`config.mk`:
```
export PLATFORM = sky130hd
export DESIGN_NAME = spartan6_dsp48a1
export DESIGN_NICKNAME = d
export VERILOG_FILES = /design/src/rtl/spartan6_dsp48a1.sv
export SDC_FILE = /design/constraint.sdc
export NUM_CORES = 1
export LEC_CHECK = 0
export ABC_AREA = 1
export ABC_CLOCK_PERIOD_IN_PS = 18900
export BUFFER_PORTS_ARGS = -buffer_cell sky130_fd_sc_hd__buf_2
export CORE_MARGIN = 4
export CORE_UTILIZATION = 45
export CTS_BUF_LIST = sky130_fd_sc_hd__clkbuf_4
export DETAILED_ROUTE_END_ITERATION = 8
export HOLD_SLACK_MARGIN = 0.15
export PLACE_DENSITY = 0.75
export REMOVE_ABC_BUFFERS = 1
export SETUP_SLACK_MARGIN = 0.5
export SYNTH_ARGS = -nofsm -noshare
export SYNTH_HDL_FRONTEND = slang
export SYNTH_SLANG_ARGS = --single-unit
```
`constraint.sdc`:
```
create_clock -name CLK -period 18.9 [get_ports CLK]
set_clock_uncertainty 0.15 [all_clocks]
set_input_delay 0.945 -clock CLK [delete_from_list [all_inputs] [get_ports CLK]]
set_output_delay 0.945 -clock CLK [all_outputs]
set_load 0.005 [all_outputs]
```
`src/rtl/spartan6_dsp48a1.sv`:
```
// spartan6_dsp48a1
//   DSP slice modelled on the Spartan-6 DSP48A1:
//   18-bit pre-adder/subtractor -> 18x18 unsigned multiplier -> 48-bit
//   post-adder/subtractor with carry. Every pipeline stage can be
//   registered (parameter = 1) or bypassed (parameter = 0). Each register
//   group has its own clock enable and asynchronous active-low reset.
//
// Ports
//   CLK                         rising-edge clock
//   RSTA/B/C/D/CARRYIN/M/P/OPMODE  async active-low resets, one per group
//   CEA/B/C/D/CARRYIN/M/P/OPMODE   active-high clock enables, one per group
//   A, B, BCIN, D   [17:0]      multiplier / B / cascade B / pre-adder operands
//   C, PCIN         [47:0]      post-adder operand / cascade post-adder operand
//   CARRYIN                     external carry-in
//   OPMODE          [7:0]       operation select
//   BCOUT           [17:0]      B1-stage output (cascade)
//   M               [35:0]      multiplier output after the M stage
//   P, PCOUT        [47:0]      post-adder result (PCOUT mirrors P)
//   CARRYOUT, CARRYOUTF         post-adder carry/borrow (CARRYOUTF mirrors it)
module spartan6_dsp48a1 #(
  parameter int    A0REG       = 0,
  parameter int    A1REG       = 1,
  parameter int    B0REG       = 0,
  parameter int    B1REG       = 1,
  parameter int    CREG        = 1,
  parameter int    DREG        = 1,
  parameter int    MREG        = 1,
  parameter int    PREG        = 1,
  parameter int    CARRYINREG  = 1,
  parameter int    CARRYOUTREG = 1,
  parameter int    OPMODEREG   = 1,
  parameter string CARRYINSEL  = "OPMODE5",
  parameter string B_INPUT     = "DIRECT"
) (
  input  logic        CLK,
  input  logic        RSTA,
  input  logic        RSTB,
  input  logic        RSTC,
  input  logic        RSTD,
  input  logic        RSTCARRYIN,
  input  logic        RSTM,
  input  logic        RSTP,
  input  logic        RSTOPMODE,
  input  logic        CEA,
  input  logic        CEB,
  input  logic        CEC,
  input  logic        CED,
  input  logic        CECARRYIN,
  input  logic        CEM,
  input  logic        CEP,
  input  logic        CEOPMODE,
  input  logic [17:0] A,
  input  logic [17:0] B,
  input  logic [17:0] BCIN,
  input  logic [17:0] D,
  input  logic [47:0] C,
  input  logic [47:0] PCIN,
  input  logic        CARRYIN,
  input  logic [7:0]  OPMODE,
  output logic [17:0] BCOUT,
  output logic [35:0] M,
  output logic [47:0] P,
  output logic [47:0] PCOUT,
  output logic        CARRYOUT,
  output logic        CARRYOUTF
);

  // Pre-adder: om[6] selects subtract; result wraps modulo 2^18.
  function automatic logic [17:0] pre_add(input logic [17:0] d_v,
                                          input logic [17:0] b_v,
                                          input logic        sub);
    pre_add = sub ? (d_v - b_v) : (d_v + b_v);
  endfunction

  // Post-adder at 49 bits. In subtract mode bit 48 is the borrow of
  // Z - (X + cin), i.e. the sign bit of the two's-complement result.
  function automatic logic [48:0] post_add(input logic [47:0] z_v,
                                           input logic [47:0] x_v,
                                           input logic        cin_v,
                                           input logic        sub);
    logic [48:0] xc;
    xc = {1'b0, x_v} + {48'd0, cin_v};
    post_add = sub ? ({1'b0, z_v} - xc) : ({1'b0, z_v} + xc);
  endfunction

  logic [7:0]  om;
  logic [17:0] d, b_src, b0, pre, b1_d, b1, a0, a1;
  logic [47:0] c_r;
  logic [35:0] m_d, m_r;
  logic        cin_src, cin;
  logic [47:0] x_mux, z_mux;
  logic [48:0] sum;
  logic [47:0] p_d, p_r;
  logic        co_d, co_r;

  // ---- input stage: OPMODE, D, C, A0, B0 ----
  generate
    if (OPMODEREG == 1) begin : g_om
      logic [7:0] om_q;
      always_ff @(posedge CLK or negedge RSTOPMODE)
        if (!RSTOPMODE)    om_q <= '0;
        else if (CEOPMODE) om_q <= OPMODE;
      assign om = om_q;
    end else begin : g_om_byp
      assign om = OPMODE;
    end

    if (DREG == 1) begin : g_d
      logic [17:0] d_q;
      always_ff @(posedge CLK or negedge RSTD)
        if (!RSTD)     d_q <= '0;
        else if (CED) d_q <= D;
      assign d = d_q;
    end else begin : g_d_byp
      assign d = D;
    end

    if (CREG == 1) begin : g_c
      logic [47:0] c_q;
      always_ff @(posedge CLK or negedge RSTC)
        if (!RSTC)     c_q <= '0;
        else if (CEC) c_q <= C;
      assign c_r = c_q;
    end else begin : g_c_byp
      assign c_r = C;
    end

    if (A0REG == 1) begin : g_a0
      logic [17:0] a0_q;
      always_ff @(posedge CLK or negedge RSTA)
        if (!RSTA)     a0_q <= '0;
        else if (CEA) a0_q <= A;
      assign a0 = a0_q;
    end else begin : g_a0_byp
      assign a0 = A;
    end
  endgenerate

  // Unknown B_INPUT / CARRYINSEL strings select 0.
  always_comb begin
    b_src = '0;
    if (B_INPUT == "DIRECT")       b_src = B;
    else if (B_INPUT == "CASCADE") b_src = BCIN;
  end

  always_comb begin
    cin_src = 1'b0;
    if (CARRYINSEL == "OPMODE5")      cin_src = om[5];
    else if (CARRYINSEL == "CARRYIN") cin_src = CARRYIN;
  end

  generate
    if (B0REG == 1) begin : g_b0
      logic [17:0] b0_q;
      always_ff @(posedge CLK or negedge RSTB)
        if (!RSTB)     b0_q <= '0;
        else if (CEB) b0_q <= b_src;
      assign b0 = b0_q;
    end else begin : g_b0_byp
      assign b0 = b_src;
    end
  endgenerate

  // ---- pre-adder / A1 / B1 / carry-in stage ----
  assign pre  = pre_add(d, b0, om[6]);
  assign b1_d = om[4] ? pre : b0;

  generate
    if (A1REG == 1) begin : g_a1
      logic [17:0] a1_q;
      always_ff @(posedge CLK or negedge RSTA)
        if (!RSTA)     a1_q <= '0;
        else if (CEA) a1_q <= a0;
      assign a1 = a1_q;
    end else begin : g_a1_byp
      assign a1 = a0;
    end

    if (B1REG == 1) begin : g_b1
      logic [17:0] b1_q;
      always_ff @(posedge CLK or negedge RSTB)
        if (!RSTB)     b1_q <= '0;
        else if (CEB) b1_q <= b1_d;
      assign b1 = b1_q;
    end else begin : g_b1_byp
      assign b1 = b1_d;
    end

    if (CARRYINREG == 1) begin : g_cin
      logic cin_q;
      always_ff @(posedge CLK or negedge RSTCARRYIN)
        if (!RSTCARRYIN)    cin_q <= 1'b0;
        else if (CECARRYIN) cin_q <= cin_src;
      assign cin = cin_q;
    end else begin : g_cin_byp
      assign cin = cin_src;
    end
  endgenerate

  assign BCOUT = b1;

  // ---- multiplier / M stage ----
  assign m_d = a1 * b1;

  generate
    if (MREG == 1) begin : g_m
      logic [35:0] m_q;
      always_ff @(posedge CLK or negedge RSTM)
        if (!RSTM)     m_q <= '0;
        else if (CEM) m_q <= m_d;
      assign m_r = m_q;
    end else begin : g_m_byp
      assign m_r = m_d;
    end
  endgenerate

  assign M = m_r;

  // ---- X/Z muxes, post-adder / P and carry-out stage ----
  always_comb begin
    x_mux = '0;
    case (om[1:0])
      2'd0: x_mux = '0;
      2'd1: x_mux = {12'd0, m_r};
      2'd2: x_mux = p_r;
      2'd3: x_mux = {d[11:0], a1, b1};
      default: x_mux = '0;
    endcase
  end

  always_comb begin
    z_mux = '0;
    case (om[3:2])
      2'd0: z_mux = '0;
      2'd1: z_mux = PCIN;
      2'd2: z_mux = p_r;
      2'd3: z_mux = c_r;
      default: z_mux = '0;
    endcase
  end

  assign sum  = post_add(z_mux, x_mux, cin, om[7]);
  assign p_d  = sum[47:0];
  assign co_d = sum[48];

  generate
    if (PREG == 1) begin : g_p
      logic [47:0] p_q;
      always_ff @(posedge CLK or negedge RSTP)
        if (!RSTP)     p_q <= '0;
        else if (CEP) p_q <= p_d;
      assign p_r = p_q;
    end else begin : g_p_byp
      assign p_r = p_d;
    end

    // Carry-out shares the carry-in group's enable and reset.
    if (CARRYOUTREG == 1) begin : g_co
      logic co_q;
      always_ff @(posedge CLK or negedge RSTCARRYIN)
        if (!RSTCARRYIN)    co_q <= 1'b0;
        else if (CECARRYIN) co_q <= co_d;
      assign co_r = co_q;
    end else begin : g_co_byp
      assign co_r = co_d;
    end
  endgenerate

  assign P         = p_r;
  assign PCOUT     = p_r;
  assign CARRYOUT  = co_r;
  assign CARRYOUTF = co_r;

endmodule

```
==> results_dict.tcl <==
set metrics [dict create \
    worstSkewPairLatency_ns 0.79 \
    cts.path.max_buffers 2 \
    cts_num_sinks 196 \
    wl_mm 92.39 \
    grt_max_degree 97 \
    cts_resized 0 \
    setup_ws_ns 10.72 \
    dr.pass1.iters 6 \
    slew-limit-headroom 0.2175 \
    ys.flop_type "dfrtp_1" \
    muxShareOfSynthArea 0.01420 \
    cp_slowest_cell "o21ai_0" \
    slowest_delay_ns 0.90 \
    ys_async_sr_fraction 1.000 \
    synth_edf_count 0 \
    synth-compound-area-share 0.1024 \
    vias_per_cell 5.329 \
    hp-class "primary input to flip-flop" \
    maxSlewViolCount 0 \
    synthAdderAreaFrac 0.2669 \
    pin_count 346 \
    yosys_warnings 0 \
    die_x_um 256.3 \
    hold_viol 0 \
    grt_setup_unrepaired "no" \
    worstPathRequired_ns 19.43 \
    nets 4758 \
    numCtsBuffers 17 \
    multi_input_area_um2 18970 \
    synth.most_common_cell "nand2_1" \
    finalSetupTns_ns 0 \
    cts-htree-levels 4 \
    drv_cap 0 \
    final_area_um2 30330 \
    n_fill_cell 6074 \
    routedWlPerCell_um 18.76 \
    layout_min_cycle_time_ns 8.183 \
    dp_hpwl_mm 73.76 \
    ys_seq_area_frac 0.1768 \
    cts_tree "done" \
    finalSetupViolCount 0 \
    timing.fmax_mhz 122.2 \
    io_buffers 326 \
    antenna_found_initial 4 \
    die-area_um2 65700 \
    grt_pass1_vias 25630 \
    grt_overflow_total 0 \
    groute.usage.overall 0.2791 \
    synth-seq-cells 196 \
    synth_cell_types 53 \
    syn_area_um2 27750 \
    critPathLaunchType "flip-flop" \
    synthXorXnorAreaFrac 0.04387 \
    rows 90 \
    status "complete, no violations" \
    synthTopCellsByCount "nand2_1 (1001), inv_1 (716), fa_1 (258), nand3_1 (245), nor2_1 (229)" \
    path_clk_slew_ns 0.21 \
    core-area_um2 60700 \
    crit_fanout 70 \
    arrival_ns 8.71 \
    post_cts_buffers 0 \
    avgSynthCellArea_um2 7.115 \
    path_class "flip-flop to flip-flop" \
    num_vias 26250 \
    drt_iter0_markers 2445 \
    yosys.area.top_type_share 0.1861 \
    synth_area_leader_cell "fa_1" \
    synth.top_cells.by_area "fa_1 (19%), dfrtp_1 (18%), nand2_1 (14%), inv_1 (9.7%), ha_1 (8.1%)" \
    detail-route-antenna-nets 0 \
    drcViolationCount 0 \
    post-place-ws_ns 11.10 \
    die_h_um 256.3 \
    initial_utilization 0.4572 \
    hold_buffers 59 \
    synthToLayoutAreaGrowth_pct 9.302 \
    worst_pin_slew_ns 1.172 \
    synthCells 3900 \
    ff_latch_area_um2 4908 \
    dpl_cell_area_um2 29490 \
    min_period_over_period 0.4329 \
    drive_gt1_frac 0.1302 \
    gp_congestion 0.9706 \
    cts_root_buf "clkbuf_4" \
    yosys.area_share.simple 0.2561 \
    grt_pass1_wl_mm 144.0 \
    endpoint_kind "flip-flop" \
    synth_top_family_by_area "adder cells" \
]
[metal layers]
metal | global-route usage | vias to the layer above | wire, um
met3 | 0.05585 | 143 | 7604
met1 | 0.3855 | 12500 | 40460
li1 | - | 12580 | -
met5 | 0 | - | 0
met4 | 0.1007 | 0 | 3360
met2 | 0.4375 | 1023 | 40970
[worst max-delay path: cells and delay by family, from the launching register on]
family / cells / cell delay (ns)
flops: 1 / 0.39
simple gates: 18 / 3.61
compound gates: 4 / 1.40
buf+inv: 3 / 0.97
xor+xnor: 2 / 0.29
fa+ha+maj: 3 / 1.22
[placed cells by master (no fill, tap or decap), types with 8 or more instances in the layout]
master and count:
a21boi_0 8, a21oi_1 133, a31oi_1 41, buf_2 326, buf_4 36, clkbuf_4 18
clkinv_1 8, dfrtp_1 193, dlygate4sd3_1 59, fa_1 258, ha_1 179, inv_1 715
mux2_2 35, nand2_1 1001, nand2_2 13, nand3_1 245, nand3_2 29, nand3b_1 12
nand4_1 35, nor2_1 228, nor2_2 30, nor2_4 9, nor3_1 30, o211ai_1 40
o21a_1 13, o21ai_0 218, o221ai_1 13, or2_2 12, xnor2_1 54, xor2_1 85
[layout make-up]
class / instances / share of cell area
flip-flops and latches: 196 / 0.1618
clock buffers: 18 / 0.004455
repair buffers: 421 / 0.08218
multi-input cells: 2762 / 0.6254
inverters: 729 / 0.09031
well taps: 782 / 0.03226
diodes: 3 / 0.0002475
clock inverters: 14 / 0.003342
[flip-flops by register name, summed over array words and instances (netlist names)]
register and count:
P 48, c_r 48, M 36, BCOUT 18, a1 18, d 18
g_om.om_q 8, CARRYOUT 1, cin 1
[kinds of logic (layout without fill, tap and decap cells)]
kind of cell,Yosys count,after routing
AOI/OAI and AO/OA,498,498
adders and majority gates,437,437
buffers and inverters,942,1182
and+or+nand+nor,1653,1653
muxes,35,35
other,0,3
xor gates and xnor gates,139,139
DFF,196,196
[final timing paths]
check | from | endpoint | slack [ns] | depth (start not counted)
min in group asynchronous | RSTCARRYIN | CARRYOUT | 0.34 | 2
min reg2reg | BCOUT[10] | BCOUT[10] | 0.35 | 2
max in group asynchronous | RSTM | M[27] | 17.41 | 2
max | g_om.om_q[1] | P[45] | 10.72 | 30
max reg2reg | g_om.om_q[1] | P[45] | 10.72 | 30
min | C[41] | c_r[41] | 0.23 | 3
[metrics by stage]
step	utilization	cells	hold WS [ns]
after floorplan	-	3687	0.3094
after global placement	0.4859	4831	0.3147
after detailed placement	0.4859	4831	0.3177
after CTS	0.4996	4922	0.1508
after global routing	0.4997	4925	0.1724
final	0.4997	4925	0.2254
Power is left out: the tool's default activity adds up to more than one toggle a clock period on the data nets, which glitch-free logic cannot reach.
